`src/rtl/switch_pkg.sv`:
```
// Shared types and register-map helpers for the multi-channel ingress queue.
package switch_pkg;

  typedef enum logic {
    ARB_STRICT = 1'b0,
    ARB_RR     = 1'b1
  } arb_mode_t;

  localparam int unsigned REG_CTRL       = 0;
  localparam int unsigned CTRL_MODE_BIT  = 0;
  localparam int unsigned CTRL_FLUSH_BIT = 1;

  function automatic int unsigned reg_full(input int unsigned num_ch);
    return num_ch + 1;
  endfunction

  function automatic int unsigned reg_ovf(input int unsigned num_ch);
    return num_ch + 2;
  endfunction

endpackage

```
`src/rtl/switch_ingress_queue_if.sv`:
```
// Avalon-MM slave bus plus the arbitrated valid/ready output stream.
interface switch_ingress_queue_if #(
  parameter int unsigned NUM_CH = 4,
  parameter int unsigned DATA_W = 8,
  parameter int unsigned ADDR_W = 3
) ();

  localparam int unsigned ChW = $clog2(NUM_CH);

  logic              chipselect;
  logic              write;
  logic              read;
  logic [ADDR_W-1:0] address;
  logic [DATA_W-1:0] writedata;
  logic [DATA_W-1:0] readdata;
  logic              out_valid;
  logic              out_ready;
  logic [DATA_W-1:0] out_data;
  logic [ChW-1:0]    out_ch;

  modport master (
    output chipselect, write, read, address, writedata, out_ready,
    input  readdata, out_valid, out_data, out_ch
  );

  modport slave (
    input  chipselect, write, read, address, writedata, out_ready,
    output readdata, out_valid, out_data, out_ch
  );

endinterface

```
`src/rtl/ingress_fifo.sv`:
```
// Single-channel show-ahead FIFO with synchronous flush; push to full and pop of empty are ignored.
module ingress_fifo #(
  parameter int unsigned DATA_W = 8,
  parameter int unsigned DEPTH  = 8,
  localparam int unsigned PtrW  = $clog2(DEPTH),
  localparam int unsigned CntW  = $clog2(DEPTH + 1)
) (
  input  logic              clk,
  input  logic              reset_n,
  input  logic              push,
  input  logic              pop,
  input  logic              flush,
  input  logic [DATA_W-1:0] din,
  output logic [DATA_W-1:0] dout,
  output logic [CntW-1:0]   count,
  output logic              empty,
  output logic              full
);

  logic [DATA_W-1:0] mem [DEPTH];
  logic [PtrW-1:0]   wr_ptr_q, wr_ptr_d;
  logic [PtrW-1:0]   rd_ptr_q, rd_ptr_d;
  logic [CntW-1:0]   count_q, count_d;
  logic              do_push, do_pop;

  assign empty   = (count_q == '0);
  assign full    = (count_q == CntW'(DEPTH));
  assign do_push = push && !full && !flush;
  assign do_pop  = pop && !empty && !flush;
  assign dout    = mem[rd_ptr_q];
  assign count   = count_q;

  always_comb begin
    wr_ptr_d = wr_ptr_q;
    rd_ptr_d = rd_ptr_q;
    count_d  = count_q;
    if (flush) begin
      wr_ptr_d = '0;
      rd_ptr_d = '0;
      count_d  = '0;
    end else begin
      if (do_push) wr_ptr_d = wr_ptr_q + PtrW'(1);
      if (do_pop)  rd_ptr_d = rd_ptr_q + PtrW'(1);
      count_d = count_q + CntW'(do_push) - CntW'(do_pop);
    end
  end

  always_ff @(posedge clk or negedge reset_n) begin
    if (!reset_n) begin
      wr_ptr_q <= '0;
      rd_ptr_q <= '0;
      count_q  <= '0;
    end else begin
      wr_ptr_q <= wr_ptr_d;
      rd_ptr_q <= rd_ptr_d;
      count_q  <= count_d;
    end
  end

  // Storage needs no reset: the pointers and count define which entries are live.
  always_ff @(posedge clk) begin
    if (do_push) mem[wr_ptr_q] <= din;
  end

endmodule

```
`src/rtl/switch_ingress_queue.sv`:
```
// Multi-channel ingress queue: bus-fed per-channel FIFOs drained by a strict/RR arbiter.
module switch_ingress_queue
  import switch_pkg::*;
#(
  parameter int unsigned NUM_CH = 4,
  parameter int unsigned DATA_W = 8,
  parameter int unsigned DEPTH  = 8,
  parameter int unsigned ADDR_W = 3
) (
  input  logic                   clk,
  input  logic                   reset_n,
  switch_ingress_queue_if.slave  bus
);

  localparam int unsigned ChW     = $clog2(NUM_CH);
  localparam int unsigned CntW    = $clog2(DEPTH + 1);
  localparam int unsigned RegFull = reg_full(NUM_CH);
  localparam int unsigned RegOvf  = reg_ovf(NUM_CH);

  logic [DATA_W-1:0] fifo_dout  [NUM_CH];
  logic [CntW-1:0]   fifo_count [NUM_CH];
  logic [NUM_CH-1:0] push_vec, pop_vec, empty_vec, full_vec, ovf_event;
  logic [NUM_CH-1:0] ovf_q, ovf_d;
  arb_mode_t         mode_q, mode_d;
  logic [ChW-1:0]    rr_ptr_q, rr_ptr_d;
  logic [ChW-1:0]    grant;
  logic [DATA_W-1:0] grant_data;
  logic              out_valid_q, out_valid_d;
  logic [DATA_W-1:0] out_data_q, out_data_d;
  logic [ChW-1:0]    out_ch_q, out_ch_d;
  logic [DATA_W-1:0] readdata_q, readdata_d, rd_val;
  logic [NUM_CH:0]   ctrl_vec;
  logic              wr_en, rd_en, flush, load;
  int                addr_i;

  always_comb begin
    addr_i = int'(bus.address);
    wr_en  = bus.chipselect && bus.write;
    rd_en  = bus.chipselect && bus.read;
    flush  = wr_en && (addr_i == int'(REG_CTRL)) && bus.writedata[CTRL_FLUSH_BIT];
    for (int k = 0; k < int'(NUM_CH); k++) begin
      push_vec[k]  = wr_en && (addr_i == k + 1) && !flush;
      ovf_event[k] = push_vec[k] && full_vec[k];
    end
  end

  for (genvar g = 0; g < int'(NUM_CH); g++) begin : g_fifo
    ingress_fifo #(
      .DATA_W(DATA_W),
      .DEPTH (DEPTH)
    ) u_fifo (
      .clk    (clk),
      .reset_n(reset_n),
      .push   (push_vec[g]),
      .pop    (pop_vec[g]),
      .flush  (flush),
      .din    (bus.writedata),
      .dout   (fifo_dout[g]),
      .count  (fifo_count[g]),
      .empty  (empty_vec[g]),
      .full   (full_vec[g])
    );
  end

  // Grant selection; RR scans from the channel after the last grant and wraps.
  always_comb begin
    logic found;
    int   idx;
    grant = '0;
    found = 1'b0;
    idx   = 0;
    if (mode_q == ARB_STRICT) begin
      for (int k = int'(NUM_CH) - 1; k >= 0; k--) begin
        if (!empty_vec[k]) grant = ChW'(k);
      end
    end else begin
      for (int off = 1; off <= int'(NUM_CH); off++) begin
        idx = (int'(rr_ptr_q) + off) % int'(NUM_CH);
        for (int k = 0; k < int'(NUM_CH); k++) begin
          if (!found && (k == idx) && !empty_vec[k]) begin
            grant = ChW'(k);
            found = 1'b1;
          end
        end
      end
    end
  end

  always_comb begin
    load       = (!out_valid_q || bus.out_ready) && (|(~empty_vec)) && !flush;
    grant_data = '0;
    for (int k = 0; k < int'(NUM_CH); k++) begin
      pop_vec[k] = load && (grant == ChW'(k));
      if (grant == ChW'(k)) grant_data = fifo_dout[k];
    end
  end

  always_comb begin
    ctrl_vec = {mode_q == ARB_RR, empty_vec};
    rd_val   = '0;
    if (addr_i == int'(REG_CTRL)) rd_val = DATA_W'(ctrl_vec);
    for (int k = 0; k < int'(NUM_CH); k++) begin
      if (addr_i == k + 1) rd_val = DATA_W'(fifo_count[k]);
    end
    if (addr_i == int'(RegFull)) rd_val = DATA_W'(full_vec);
    if (addr_i == int'(RegOvf))  rd_val = DATA_W'(ovf_q);
  end

  always_comb begin
    mode_d      = mode_q;
    rr_ptr_d    = rr_ptr_q;
    out_valid_d = out_valid_q;
    out_data_d  = out_data_q;
    out_ch_d    = out_ch_q;
    readdata_d  = readdata_q;
    ovf_d       = ovf_q | ovf_event;

    if (wr_en && (addr_i == int'(REG_CTRL))) begin
      mode_d = arb_mode_t'(bus.writedata[CTRL_MODE_BIT]);
    end
    if (flush) begin
      out_valid_d = 1'b0;
      ovf_d       = '0;
    end else if (load) begin
      out_valid_d = 1'b1;
      out_data_d  = grant_data;
      out_ch_d    = grant;
      rr_ptr_d    = grant;
    end else if (bus.out_ready) begin
      out_valid_d = 1'b0;
    end
    // Clear-on-read still keeps an overflow that lands in the read cycle.
    if (!flush && rd_en && (addr_i == int'(RegOvf))) ovf_d = ovf_event;
    if (rd_en) readdata_d = rd_val;
  end

  always_ff @(posedge clk or negedge reset_n) begin
    if (!reset_n) begin
      mode_q      <= ARB_STRICT;
      rr_ptr_q    <= ChW'(NUM_CH - 1);
      out_valid_q <= 1'b0;
      out_data_q  <= '0;
      out_ch_q    <= '0;
      readdata_q  <= '0;
      ovf_q       <= '0;
    end else begin
      mode_q      <= mode_d;
      rr_ptr_q    <= rr_ptr_d;
      out_valid_q <= out_valid_d;
      out_data_q  <= out_data_d;
      out_ch_q    <= out_ch_d;
      readdata_q  <= readdata_d;
      ovf_q       <= ovf_d;
    end
  end

  assign bus.readdata  = readdata_q;
  assign bus.out_valid = out_valid_q;
  assign bus.out_data  = out_data_q;
  assign bus.out_ch    = out_ch_q;

endmodule

```
`src/flat_wrapper.sv`:
```
// flat-port wrapper written by rule: the top's interface ports become plain ports
module switch_ingress_queue_flat import switch_pkg::*;
#(
  parameter int unsigned NUM_CH = 4,
  parameter int unsigned DATA_W = 8,
  parameter int unsigned DEPTH  = 8,
  parameter int unsigned ADDR_W = 3
)
  (clk, reset_n, bus_chipselect, bus_write, bus_read, bus_address, bus_writedata, bus_out_ready, bus_readdata, bus_out_valid, bus_out_data, bus_out_ch);
  switch_ingress_queue_if #(.NUM_CH(NUM_CH), .DATA_W(DATA_W), .ADDR_W(ADDR_W)) bus_i ();
  input  logic clk;
  input  logic reset_n;
  input wire logic [$bits(bus_i.chipselect)-1:0] bus_chipselect;
  input wire logic [$bits(bus_i.write)-1:0] bus_write;
  input wire logic [$bits(bus_i.read)-1:0] bus_read;
  input wire logic [$bits(bus_i.address)-1:0] bus_address;
  input wire logic [$bits(bus_i.writedata)-1:0] bus_writedata;
  input wire logic [$bits(bus_i.out_ready)-1:0] bus_out_ready;
  output wire logic [$bits(bus_i.readdata)-1:0] bus_readdata;
  output wire logic [$bits(bus_i.out_valid)-1:0] bus_out_valid;
  output wire logic [$bits(bus_i.out_data)-1:0] bus_out_data;
  output wire logic [$bits(bus_i.out_ch)-1:0] bus_out_ch;
  assign bus_i.chipselect = bus_chipselect;
  assign bus_i.write = bus_write;
  assign bus_i.read = bus_read;
  assign bus_i.address = bus_address;
  assign bus_i.writedata = bus_writedata;
  assign bus_i.out_ready = bus_out_ready;
  assign bus_readdata = bus_i.readdata;
  assign bus_out_valid = bus_i.out_valid;
  assign bus_out_data = bus_i.out_data;
  assign bus_out_ch = bus_i.out_ch;
  switch_ingress_queue #(.NUM_CH(NUM_CH), .DATA_W(DATA_W), .DEPTH(DEPTH), .ADDR_W(ADDR_W)) u_core (.clk(clk), .reset_n(reset_n), .bus(bus_i));
endmodule
```
`config.mk`:
```
export PLATFORM = sky130hd
export DESIGN_NAME = switch_ingress_queue_flat
export DESIGN_NICKNAME = d
export VERILOG_FILES = /design/src/rtl/switch_pkg.sv /design/src/rtl/switch_ingress_queue_if.sv /design/src/rtl/ingress_fifo.sv /design/src/rtl/switch_ingress_queue.sv /design/src/flat_wrapper.sv
export SDC_FILE = /design/constraint.sdc
export NUM_CORES = 1
export LEC_CHECK = 0
export ABC_AREA = 1
export BUFFER_PORTS_ARGS = -buffer_cell sky130_fd_sc_hd__buf_2
export CORE_MARGIN = 2
export CORE_UTILIZATION = 60
export CTS_CLUSTER_DIAMETER = 120
export DETAILED_ROUTE_END_ITERATION = 6
export PLACE_DENSITY = 0.83
export SYNTH_ARGS = -nofsm -noshare
export SYNTH_HDL_FRONTEND = slang
export SYNTH_HIERARCHICAL = 1
export SYNTH_SLANG_ARGS = --single-unit
export TNS_END_PERCENT = 100
```
`constraint.sdc`:
```
create_clock -name clk -period 4.1 [get_ports clk]
set_input_delay 0.82 -clock clk [delete_from_list [all_inputs] [get_ports clk]]
set_output_delay 0.82 -clock clk [all_outputs]
set_load 0.02 [all_outputs]
```
Word level (Yosys, flattened, before mapping)
Memory sizes are Yosys's and may differ from the RTL's.
Cells that the tools add are included.
- output and inout bits: 19
- flip-flop bits (word level): 66
- word-level logic and storage cells: 293
- bits of input ports: 17
- memories kept: 4
- memory bits (writable): 256
- add/sub/neg operators: 20
- equality and inequality tests: 25
- mux-type cells: 94
- bitwise operators: 7
- reduce and logical (&&, ||, !) cells: 124
- memory list (memory ; depth ; width ; read ports ; clocked after memory_dff ; wr ports ; RTL line ; source):
    u_core.g_fifo[0].u_fifo.mem ; 8 ; 8 ; 1 ; 0 ; 1 ; ingress_fifo.sv:20 ; logic [DATA_W-1:0] mem [DEPTH];
    u_core.g_fifo[1].u_fifo.mem ; 8 ; 8 ; 1 ; 0 ; 1 ; ingress_fifo.sv:20 ;
    u_core.g_fifo[2].u_fifo.mem ; 8 ; 8 ; 1 ; 0 ; 1 ; ingress_fifo.sv:20 ;
    u_core.g_fifo[3].u_fifo.mem ; 8 ; 8 ; 1 ; 0 ; 1 ; ingress_fifo.sv:20 ;
- operators with widths (operator ; number):
    $logic_not A32 Y1 ; 5
    $logic_and A1 B1 Y1 ; 72
    $mux W3 ; 16
    $mux W1 ; 42
    $mux W2 ; 19
    $mux W5 ; 7
    $mux W8 ; 4
    $logic_not A1 Y1 ; 25
    $add A3 B1 Y3 const B ; 8
    $eq A3 B3 Y1 const A ; 8
    $mux W4 ; 6
    $add A4 B1 Y4 ; 4
    $eq A4 B4 Y1 const B ; 4
    $logic_not A4 Y1 ; 4
    $reduce_bool A2 Y1 ; 8
    $sub A4 B1 Y4 ; 4
    $eq A2 B3 Y1 const A ; 4
    $eq A3 B3 Y1 const B ; 4
    $reduce_or A2 Y1 ; 4
    $eq A3 B2 Y1 const B ; 2
    $add A2 B1 Y2 const B ; 2
    $add A2 B2 Y2 const B ; 2
    $and A1 B1 Y1 const A ; 4
    $eq A2 B2 Y1 const B ; 2
    other kinds (10) ; 10

Logic depth before layout (Yosys ltp)
Gate-level depths: netlist of the first run.
- depth after elaboration: 88
- depth in mapped cells: 28
- gate-level depth less buffers: 27

Modules after synthesis
The synthesis of the first run kept the hierarchy.
- modules (own cells, without submodules) (module ; cells each ; instances ; seq. area each (µm²) ; area each (µm²)):
    ingress_fifo ; 366 ; 4 ; 2172.1 ; 3502.1
    switch_ingress_queue ; 273 ; 1 ; 578.1 ; 1826.8

Worst setup path after synthesis of the first run
No wires, ideal clock.
- path type: input to register
- start point: input bus_address[1]
- end point: register u_core.g_fifo[0].u_fifo.count_q[1]
- stages on the path: 16
- data required time: 3.957 ns
- setup slack: 0.291 ns
- path buffers: 0
- arrival: 3.665 ns
- setup time: 0.143 ns
- path through: nor2_1 > nand2_1 > nor2_1 > nand2_1 > inv_1 > nor3_1 > clkinv_1 > nor3_1 > nand2_1 > nor2_1 > ha_1 > inv_1 > ha_1 > fa_1 > inv_1 > nor2_1
- word-level cells in the longest chain between the ends: 10
- elaborated cells on any way between the ends: 16
- those cells by class: 2 x add/sub; 1 x eq/ne; 1 x mux; 12 x reduce/logical
- RTL lines (element ; RTL line ; source):
    from (decl) ; flat_wrapper.sv:16 ; input wire logic [$bits(bus_i.address)-1:0] bus_address;
    $logic_not A3 Y1 ; switch_ingress_queue.sv:40 ; flush = wr_en && (addr_i == int'(REG_CTRL)) && bus.writedata[CTRL_FLUSH_BIT];
    $logic_and A1 B1 Y1 (2 in series) ; switch_ingress_queue.sv:40 ;
    net u_core.flush ; switch_ingress_queue.sv:33 ; logic wr_en, rd_en, flush, load;
    $logic_not A1 Y1 ; switch_ingress_queue.sv:90 ; load = (!out_valid_q || bus.out_ready) && (|(~empty_vec)) && !flush;
    $logic_and A1 B1 Y1 ; switch_ingress_queue.sv:90 ;
    $logic_and A1 B1 Y1 ; switch_ingress_queue.sv:93 ; pop_vec[k] = load && (grant == ChW'(k));
    net u_core.pop_vec[0] ; switch_ingress_queue.sv:22 ; logic [NUM_CH-1:0] push_vec, pop_vec, empty_vec, full_vec, ovf_event;
    $logic_and A1 B1 Y1 (2 in series) ; ingress_fifo.sv:29 ; assign do_pop = pop && !empty && !flush;
    $sub A4 B1 Y4 ; ingress_fifo.sv:44 ; count_d = count_q + CntW'(do_push) - CntW'(do_pop);
    $mux W4 ; ingress_fifo.sv:37 ; if (flush) begin
    net u_core.g_fifo[0].u_fifo.count_d[1] ; ingress_fifo.sv:23 ; logic [CntW-1:0] count_q, count_d;
    to (signal assigned) ; ingress_fifo.sv:56 ; count_q <= count_d;
    to (decl) ; ingress_fifo.sv:23 ;
The timed path passes the listed nets, and every way through them passes these cells.
A chain may end at the register's enable or synchronous reset.

Worst setup path after layout of the first run
- start point: register u_core.g_fifo[0].u_fifo.count_q[2]
- end point: register u_core.g_fifo[2].u_fifo.count_q[1]
- word-level cells in the longest chain between the ends: 86
- elaborated cells on any way between the ends: 105
- those cells by class: 1 x add/sub; 1 x eq/ne; 48 x mux; 1 x bitwise; 54 x reduce/logical
- RTL lines (element ; RTL line ; source):
    $logic_not A4 Y1 * ; ingress_fifo.sv:26 ; assign empty = (count_q == '0);
    net u_core.ctrl_vec[0] ; switch_ingress_queue.sv:32 ; logic [NUM_CH:0] ctrl_vec;
    $logic_not A1 Y1 ; n/a ;
    $logic_and A1 B1 Y1 ; switch_ingress_queue.sv:80 ; if (!found && (k == idx) && !empty_vec[k]) begin
    $mux W1 ; switch_ingress_queue.sv:80 ;
    $mux W1 ; switch_ingress_queue.sv:72 ; if (mode_q == ARB_STRICT) begin
    $logic_not A1 Y1 ; switch_ingress_queue.sv:80 ;
    $logic_and A1 B1 Y1 (2 in series) ; switch_ingress_queue.sv:80 ;
    [71 not listed] ; n/a ;
    $mux W2 ; switch_ingress_queue.sv:72 ;
    $eq A2 B2 Y1 ; switch_ingress_queue.sv:93 ;
    $logic_and A1 B1 Y1 * ; switch_ingress_queue.sv:93 ;
    net u_core.pop_vec[2] ; switch_ingress_queue.sv:22 ;
    $logic_and A1 B1 Y1 * (2 in series) ; ingress_fifo.sv:29 ;
    $sub A4 B1 Y4 * ; ingress_fifo.sv:44 ;
    $mux W4 * ; ingress_fifo.sv:37 ;
    net u_core.g_fifo[2].u_fifo.count_d[1] ; ingress_fifo.sv:23 ;
    to (signal assigned) ; ingress_fifo.sv:56 ;
    to (decl) ; ingress_fifo.sv:23 ;
Mark *: on every way through the listed nets, which the timed path passes. The rest lies on a longest branch. The select of a mux whose other input is x is not followed.

==> results by group, run 1 <==
Power
  • Sw Ratio: 39.57%
  • Leak: 8.178 nW
  • Peak supply drop: around 480 µV
  • Power share of the sequential group: about two fifths
  • Pint: roughly 6.8 mW
  • Logic gate share of total power: 37.0%
  • Pwr/cell area: 646.8 mW/mm²
  • Net Sw Power: 4.435 mW
  • Clock power share: 24.8%
  • Final Power: about 11 mW

Setup path
  • Critical Path Max Stage Delay: 0.41 ns
  • CP required: ~4.5 ns
  • Worst path most repeated cell: nor2_4
  • Critical Setup Path Class: flop to flop
  • Arr. time, crit path: 4.36 ns
  • Worst Setup Start Kind: flop
  • Worst path slowest cell: fa_1
  • Crit path max fanout: 6
  • Crit end category: flop

Worst hold path
  • Hold Path Class: input pin to async pin

Routing
  • Routed via count: 11.64k
  • Number of remaining DRC errors: 0
  • Total Wirelength: 35,590 µm
  • TritonRoute pass-1 iters: 6
  • Final ANT Viol Nets: 0
  • DRT iter0 DRCs: 1,228
  • Wirelength per Cell: 16.64 µm
  • DR vias/cell: 5.444

Floorplanning
  • Die width: 166.5 µm
  • Die footprint: about 0.028 mm²
  • Core ar.: 0.02598 mm²
  • Num ports: 36
  • # rows: 59
  • Die Span Y: between 150 and 200 µm
  • Initial Utilization: around three fifths

Logic synthesis
  • Asr flop ratio synth: 19.75%
  • Ys Warns: 6
  • Syn Area/Cell: approximately 9.1 µm²
  • Cell count after synthesis: 1,737
  • Sequential element share of the synthesized area: around 60%
  • Cell area after synthesis: between 0.015 and 0.02 mm²
  • Post-synth EDFFs: 256
  • Register bit total from synthesis: 319
  • Post-synth cell types: 38
  • Dominant synthesized flop cell: edfxtp_1

Job
  • Max Cap Viol: 0

Clocking
  • H-Tree Depth: 1
  • Worst-case clock buffer depth: 3
  • TritonCTS Buffers: 31
  • CTS tree: yes
  • CTS Root Cell: clkbuf_16
  • Clk Latency, worst-skew pair: 0.57 ns
  • CTS Sinks: around 320
  • # hold bufs at CTS: 0
  • Worst-path clk slew: 0.07 ns

Finish
  • Design Area, Final: about 0.017 mm²
  • Most common cell after layout, fill and taps aside: nand2_1
  • Most frequent cells in the layout: nand2_1, inv_1, edfxtp_1
  • Layout Utilization: 66.69%
  • Layout cell share with drive strength beyond 1: 9.872%
  • Finished Layout Cells: between 2k and 2.5k
  • Area grow syn2layout: 9.442%
  • Layout Nets: 1,833

STA
  • Minimum clock period: just under 4 ns
  • Max Clk Rate: 255.4 MHz
  • Max Slew Vio Count: 0
  • Fin. Hold Viols: 0
  • Slew margin rel.: approximately 11%
  • Setup TNS: 0 ns
  • # setup viols final: 0
  • Worst Tran Pin Value: 1.322 ns
  • Final worst clock skew: 0.01735 ns
  • Crit share post-route: 95.50%

Global route
  • First-pass GRT wire length: approximately 57,000 µm
  • GRT Resource Usage Total: 25.82%
  • Initial antenna violation count: 0
  • Largest net degree at the start of global routing: 38
  • Vias in the first global route: 11.32k
  • Overflow after GRT: 0

Place
  • Dpl hpwl: 23,350 µm
  • PortBufs: 32
  • GP Congestion: 0.9380
  • DP Area: 0.01612 mm²
  • Placed cells: about 2.1k

Outcome
  • Status: completed
## path summary, 6_finish.rpt
| kind | from | to | slack, ns | cells after the start |
|---|---|---|---|---|
| worst max-delay path | u_core/g_fifo[0].u_fifo/count[2] | u_core/g_fifo[2].u_fifo/count[1] | 0.18 | 27 |
| worst min-delay path | reset_n | u_core/bus.readdata[1] | 0.27 | 1 |
| worst max register to register | u_core/g_fifo[0].u_fifo/count[2] | u_core/g_fifo[2].u_fifo/count[1] | 0.18 | 27 |
| worst min register to register | u_core/bus.readdata[1] | u_core/bus.readdata[1] | 0.49 | 2 |
| max in group asynchronous | reset_n | u_core/rr_ptr_q[1] | 2.87 | 2 |
| min in group clk | bus_out_ready | u_core/bus.out_valid | 0.47 | 2 |
## final cells by class
cell class / count / area, µm²
sequential: 319 / 9266
timing repair buffer: 65 / 415.4
tap: 335 / 419.2
multi-input combinational: 1003 / 4848
clock buffer: 40 / 893.4
fill: 1953 / 8655
clock inverter: 16 / 113.9
antenna: 1 / 2.502
inverter: 360 / 1371
## cell families after synthesis
group	after synthesis	synth area share (%)
and+or+nand+nor	914	24.79
AOI/OAI and AO/OA	46	1.778
other	1	0.02368
DFF	319	58.52
buffers and inverters	417	11.63
xor gates and xnor gates	4	0.2212
adders and majority gates	36	3.034
## synth_stat cells (2+ instances only)
cell type	number	area, µm²
dfstp_2	2	52.55
ha_1	32	400.4
a221oi_1	4	35.03
a21oi_1	17	85.08
dfrtp_1	61	1526
nor3_1	23	115.1
nor2_2	4	25.02
buf_2	13	65.06
xnor2_1	4	35.03
nor2_4	4	45.04
o21ai_0	7	35.03
inv_4	8	50.05
clkinv_1	5	18.77
o21a_1	4	30.03
clkbuf_1	2	7.510
buf_4	20	150.1
edfxtp_1	256	7687
nand2_1	563	2113
nand4_1	32	200.2
o21ai_1	8	40.04
nand4_2	3	37.54
nand3_1	199	996.0
nand2_2	3	18.77
buf_6	22	247.7
inv_1	344	1291
nor2_1	74	277.8
nand3_2	6	60.06
o31ai_1	2	15.01
fa_1	4	80.08
inv_2	3	11.26
## metrics by stage
step                      setup slack, ns  hold WS (ns)
after floorplan                    0.2915        0.4987
after detailed placement         -0.06095        0.4830
after global placement             0.1435        0.4684
after CTS                        -0.02571        0.2762
final                              0.1844        0.2714
after global routing             -0.02027        0.3086
## worst max-delay path: cells and delay by family, from the launching register on
kind                     cells  cell delay, ns
AND/OR/NAND/NOR             16            1.75
adder cells (fa/ha/maj)      4            0.98
flip-flops                   1            0.39
AO/OA/AOI/OAI                1            0.15
buffers and inverters        6            0.49
## power groups by stage
stage | logic, mW | clock network, mW | registers [mW]
global route | 4.62 | 2.94 | 4.33
detailed placement | 3.83 | 0 | 4.33
CTS | 3.91 | 2.82 | 4.27
finish | 4.15 | 2.78 | 4.28
floorplan | 3.21 | 0 | 4.09
global placement | 3.69 | 0 | 4.31
## layer usage
| layer | share of wire [%] | wire length (µm) | vias up | global-route usage (%) |
|---|---|---|---|---|
| li1 | - | - | 5588 | - |
| met1 | 41 | 14590 | 5508 | 34.39 |
| met2 | 49 | 17460 | 470 | 44.57 |
| met3 | 7.0 | 2480 | 78 | 3.422 |
| met4 | 3.0 | 1065 | 0 | 7.871 |
| met5 | 0 | 0 | - | 0 |
## registers in the layout, indices dropped and copies added (netlist names)
register / flops
u_core/g_fifo.u_fifo/count: 16
u_core/bus.readdata: 5
u_core/rr_ptr_q: 2
u_core/g_fifo.u_fifo/wr_ptr_q: 12
u_core/mode_q: 1
u_core/bus.out_valid: 1
u_core/g_fifo.u_fifo/rd_ptr_q: 12
u_core/bus.out_ch: 2
u_core/ovf_q: 4
u_core/g_fifo.u_fifo/mem: 256
u_core/bus.out_data: 8
## what timing repair did
item,4_1_cts,5_1_grt
endpoints found under the setup margin,8,13
gates resized for setup,6,31
buffers inserted,0,10
pin swaps,0,12
No activity file was read; power rests on OpenSTA's default activity.
==> run 2: changes to the inputs <==
--- a/config.mk
+++ b/config.mk
@@ -5,7 +5,6 @@
 export SDC_FILE = /design/constraint.sdc
 export NUM_CORES = 1
 export LEC_CHECK = 0
-export ABC_AREA = 1
 export BUFFER_PORTS_ARGS = -buffer_cell sky130_fd_sc_hd__buf_2
 export CORE_MARGIN = 2
 export CORE_UTILIZATION = 60
==> results by group, run 2 <==
Global route
  • GRT Resource Usage Total: 23.75% (was 25.82%)
  • First-pass GRT wire length: 44,190 µm (was 57,210 µm)
  • Overflow after GRT: 0 (unchanged)
  • Vias in the first global route: 7,680 (was 11.32k)
  • Largest net degree at the start of global routing: 75 (was 38)
  • Initial antenna violation count: 0 (unchanged)

Power
  • Pwr/cell area: 609.5 mW/mm² (was 646.8 mW/mm²)
  • Clock power share: 29.3% (was 24.8%)
  • Power share of the sequential group: 44.8% (was 38.2%)
  • Peak supply drop: 400.7 µV (was 484.5 µV)
  • Final Power: 9.668 mW (was 11.21 mW)
  • Sw Ratio: 30.16% (was 39.57%)
  • Leak: 5.774 nW (was 8.178 nW)
  • Net Sw Power: 2.916 mW (was 4.435 mW)
  • Pint: 6.752 mW (was 6.774 mW)
  • Logic gate share of total power: 25.9% (was 37.0%)

Routing
  • Routed via count: 7,713 (was 11.64k)
  • Total Wirelength: 28,810 µm (was 35,590 µm)
  • Final ANT Viol Nets: 0 (unchanged)
  • Wirelength per Cell: 22.92 µm (was 16.64 µm)
  • DR vias/cell: 6.136 (was 5.444)
  • TritonRoute pass-1 iters: 5 (was 6)
  • Number of remaining DRC errors: 0 (unchanged)
  • DRT iter0 DRCs: 795 (was 1,228)

STA
  • Final setup margin: 0.5158 ns (was 0.1844 ns)
  • Final worst clock skew: 0.02172 ns (was 0.01735 ns)
  • Crit share post-route: 87.42% (was 95.50%)
  • Slew margin rel.: 35.37% (was 11.21%)
  • Max Slew Vio Count: 0 (unchanged)
  • Fin. Hold Viols: 0 (unchanged)
  • Minimum clock period: 3.584 ns (was 3.916 ns)
  • # setup viols final: 0 (unchanged)
  • Worst Tran Pin Value: 0.9694 ns (was 1.322 ns)
  • Setup TNS: 0 ns (unchanged)
  • Max Clk Rate: 279.0 MHz (was 255.4 MHz)
  • Setup repair after global routing missed its margin: no
  • WHS: 0.4112 ns (was 0.2714 ns)

Finish
  • Most flops, register: u_core/g_fifo.u_fifo/mem (unchanged)
  • Ant diodes: 0 (was 1)
  • # fillers: 1,453 (was 1,953)
  • Most frequent cells in the layout: edfxtp_1, mux4_1, dfrtp_1 (was nand2_1, inv_1, edfxtp_1)
  • Layout Utilization: 67.98% (was 66.69%)
  • Area of the multi-input gates: 0.004568 mm² (was 0.004848 mm²)
  • Layout Nets: 966 (was 1,833)
  • Max reg flops: 256 (unchanged)
  • Most common cell after layout, fill and taps aside: edfxtp_1 (was nand2_1)
  • Layout cell share with drive strength beyond 1: 18.55% (was 9.872%)
  • Area grow syn2layout: 11.80% (was 9.442%)
  • Sequential cell area: 0.009266 mm² (unchanged)

Logic synthesis
  • Asr flop ratio synth: 19.75% (unchanged)
  • Register bit total from synthesis: 319 (unchanged)
  • Most instantiated cells after synthesis: edfxtp_1, mux4_1, dfrtp_1, nor2_1, mux2_2 (was nand2_1, inv_1, edfxtp_1, nand3_1, nor2_1)
  • Synth top area cells: edfxtp_1, mux4_1, dfrtp_1, mux2_2, ha_1 (was edfxtp_1, nand2_1, dfrtp_1, inv_1, nand3_1)
  • Syn Area/Cell: 16.97 µm² (was 9.116 µm²)
  • Post-synth EDFFs: 256 (unchanged)
  • Post-synth cell types: 52 (was 38)
  • Cell area after synthesis: 0.01419 mm² (was 0.01584 mm²)
  • Sequential element share of the synthesized area: 65.31% (was 58.52%)
  • Synth area leader: edfxtp_1 (unchanged)
  • Cell count after synthesis: 836 (was 1,737)
  • Ys Warns: 6 (unchanged)
  • Post-synth top area share: 54.18% (was 48.55%)
  • Most frequent cell after synthesis: edfxtp_1 (was nand2_1)
  • Dominant synthesized flop cell: edfxtp_1 (unchanged)

Clocking
  • CTS Root Cell: clkbuf_16 (unchanged)
  • # resized after CTS: 0 (was 6)
  • H-Tree Depth: 1 (unchanged)
  • Worst-case clock buffer depth: 3 (unchanged)
  • TritonCTS Buffers: 31 (unchanged)
  • Clk Latency, worst-skew pair: 0.56 ns (was 0.57 ns)
  • CTS Sinks: 319 (unchanged)
  • Worst-path clk slew: 0.06 ns (was 0.07 ns)
  • # hold bufs at CTS: 0 (unchanged)
  • CTS tree: yes (unchanged)
  • Postcts setup bufs: 0 (unchanged)

Place
  • GP Congestion: 0.8555 (was 0.9380)
  • Pre-CTS setup slack: 0.4637 ns (was -0.06095 ns)
  • PortBufs: 32 (unchanged)
  • Dpl hpwl: 18,150 µm (was 23,350 µm)

Floorplanning
  • Num ports: 36 (unchanged)
  • Core ar.: 0.02333 mm² (was 0.02598 mm²)
  • Die width: 157.8 µm (was 166.5 µm)
  • Initial Utilization: 60.81% (was 60.94%)
  • Die Span Y: 157.8 µm (was 166.5 µm)
  • # rows: 56 (was 59)
  • Die footprint: 0.02489 mm² (was 0.02771 mm²)

Setup path
  • Worst path slowest cell: a221oi_2 (was fa_1)
  • CP delay by family, top: adder cells (was simple AND/OR/NAND/NOR gates)
  • Crit end category: flop (unchanged)
  • Critical path cell sequence: inv_1 > ha_1 > nor3b_1 > buf_4 > and2b_1 > o221ai_1 > a221oi_2 > nor2_1 > nor2b_1 > nor2b_1 > ha_1 > inv_1 > ha_1 > fa_1 > xnor2_1 > nor2_1
  • Crit path max fanout: 8 (was 6)
  • Worst R2R Setup Slack: 0.52 ns (was 0.18 ns)
  • Critical Setup Path Class: flop to flop (unchanged)
  • Arr. time, crit path: 3.99 ns (was 4.36 ns)
  • Worst Setup Start Kind: flop (unchanged)
  • Worst path most repeated cell: ha_1 (was nor2_4)
  • CP required: 4.51 ns (was 4.54 ns)
  • Critical Path Max Stage Delay: 0.45 ns (was 0.41 ns)
  • Crit path buf inv count: 3 (was 6)

Worst hold path
  • Hold Path Class: input pin to async pin (unchanged)

Job
  • Max Cap Viol: 0 (unchanged)

Outcome
  • Status: completed (unchanged)
-- run 2: changes by cell type after synthesis, moves of 34 or more --
cell      change
nand2_1     -529
inv_1       -317
nand3_1     -195
mux4_1       +64
mux2_2       +40
nand2b_1     +34
-- run 2: cells by family (layout without fill, tap and decap cells) --
family | count (synthesis) | after routing | synth area share [%]
compound gates | 72 | 72 | 3.369
xor+xnor | 4 | 4 | 0.2469
fa+ha+maj | 36 | 36 | 3.387
buf+inv | 61 | 161 | 2.549
flops | 319 | 319 | 65.31
mux | 136 | 136 | 17.37
other cells | 1 | 3 | 0.02643
simple gates | 207 | 207 | 7.734
-- run 2: power groups by stage --
stage / clock network [mW] / logic (mW) / registers (mW)
CTS: 2.87 / 2.50 / 4.33
floorplan: 0 / 2.09 / 4.07
finish: 2.83 / 2.50 / 4.33
global route: 2.99 / 2.74 / 4.37
global placement: 0 / 2.34 / 4.37
detailed placement: 0 / 2.44 / 4.39
-- run 2: layout make-up --
cell class	instances	area share, %
flip-flops and latches	319	58.42
multi-input cells	458	28.80
clock buffers	39	5.396
repair buffers	76	3.092
well taps	319	2.516
clock inverters	19	1.136
inverters	27	0.6389
-- run 2: stage by stage --
stage | std cells | cell area, µm²
2_1_floorplan | 838 | 14190
3_3_place_gp | 1199 | 14830
5_1_grt | 1257 | 15860
6_report | 1257 | 15860
4_1_cts | 1257 | 15860
3_5_place_dp | 1199 | 14830
-- run 2: layer usage --
layer	global-route usage, %	wire length, µm	up-vias
met4	7.792	875	0
met2	37.99	13810	319
met1	34.06	12140	3887
met3	3.613	1981	57
li1	-	-	3450
met5	0	0	-
-- run 2: final timing paths --
| kind | start | endpoint | cells after the start |
|---|---|---|---|
| worst max register to register | u_core/g_fifo[0].u_fifo/count[2] | u_core/g_fifo[3].u_fifo/count[2] | 16 |
| min in group clk | u_core/bus.readdata[4] | u_core/bus.readdata[4] | 2 |
| max in group asynchronous | reset_n | u_core/rr_ptr_q[1] | 2 |
| worst max-delay path | u_core/g_fifo[0].u_fifo/count[2] | u_core/g_fifo[3].u_fifo/count[2] | 16 |
| worst min register to register | u_core/bus.readdata[4] | u_core/bus.readdata[4] | 2 |
| worst min-delay path | reset_n | u_core/bus.readdata[0] | 1 |
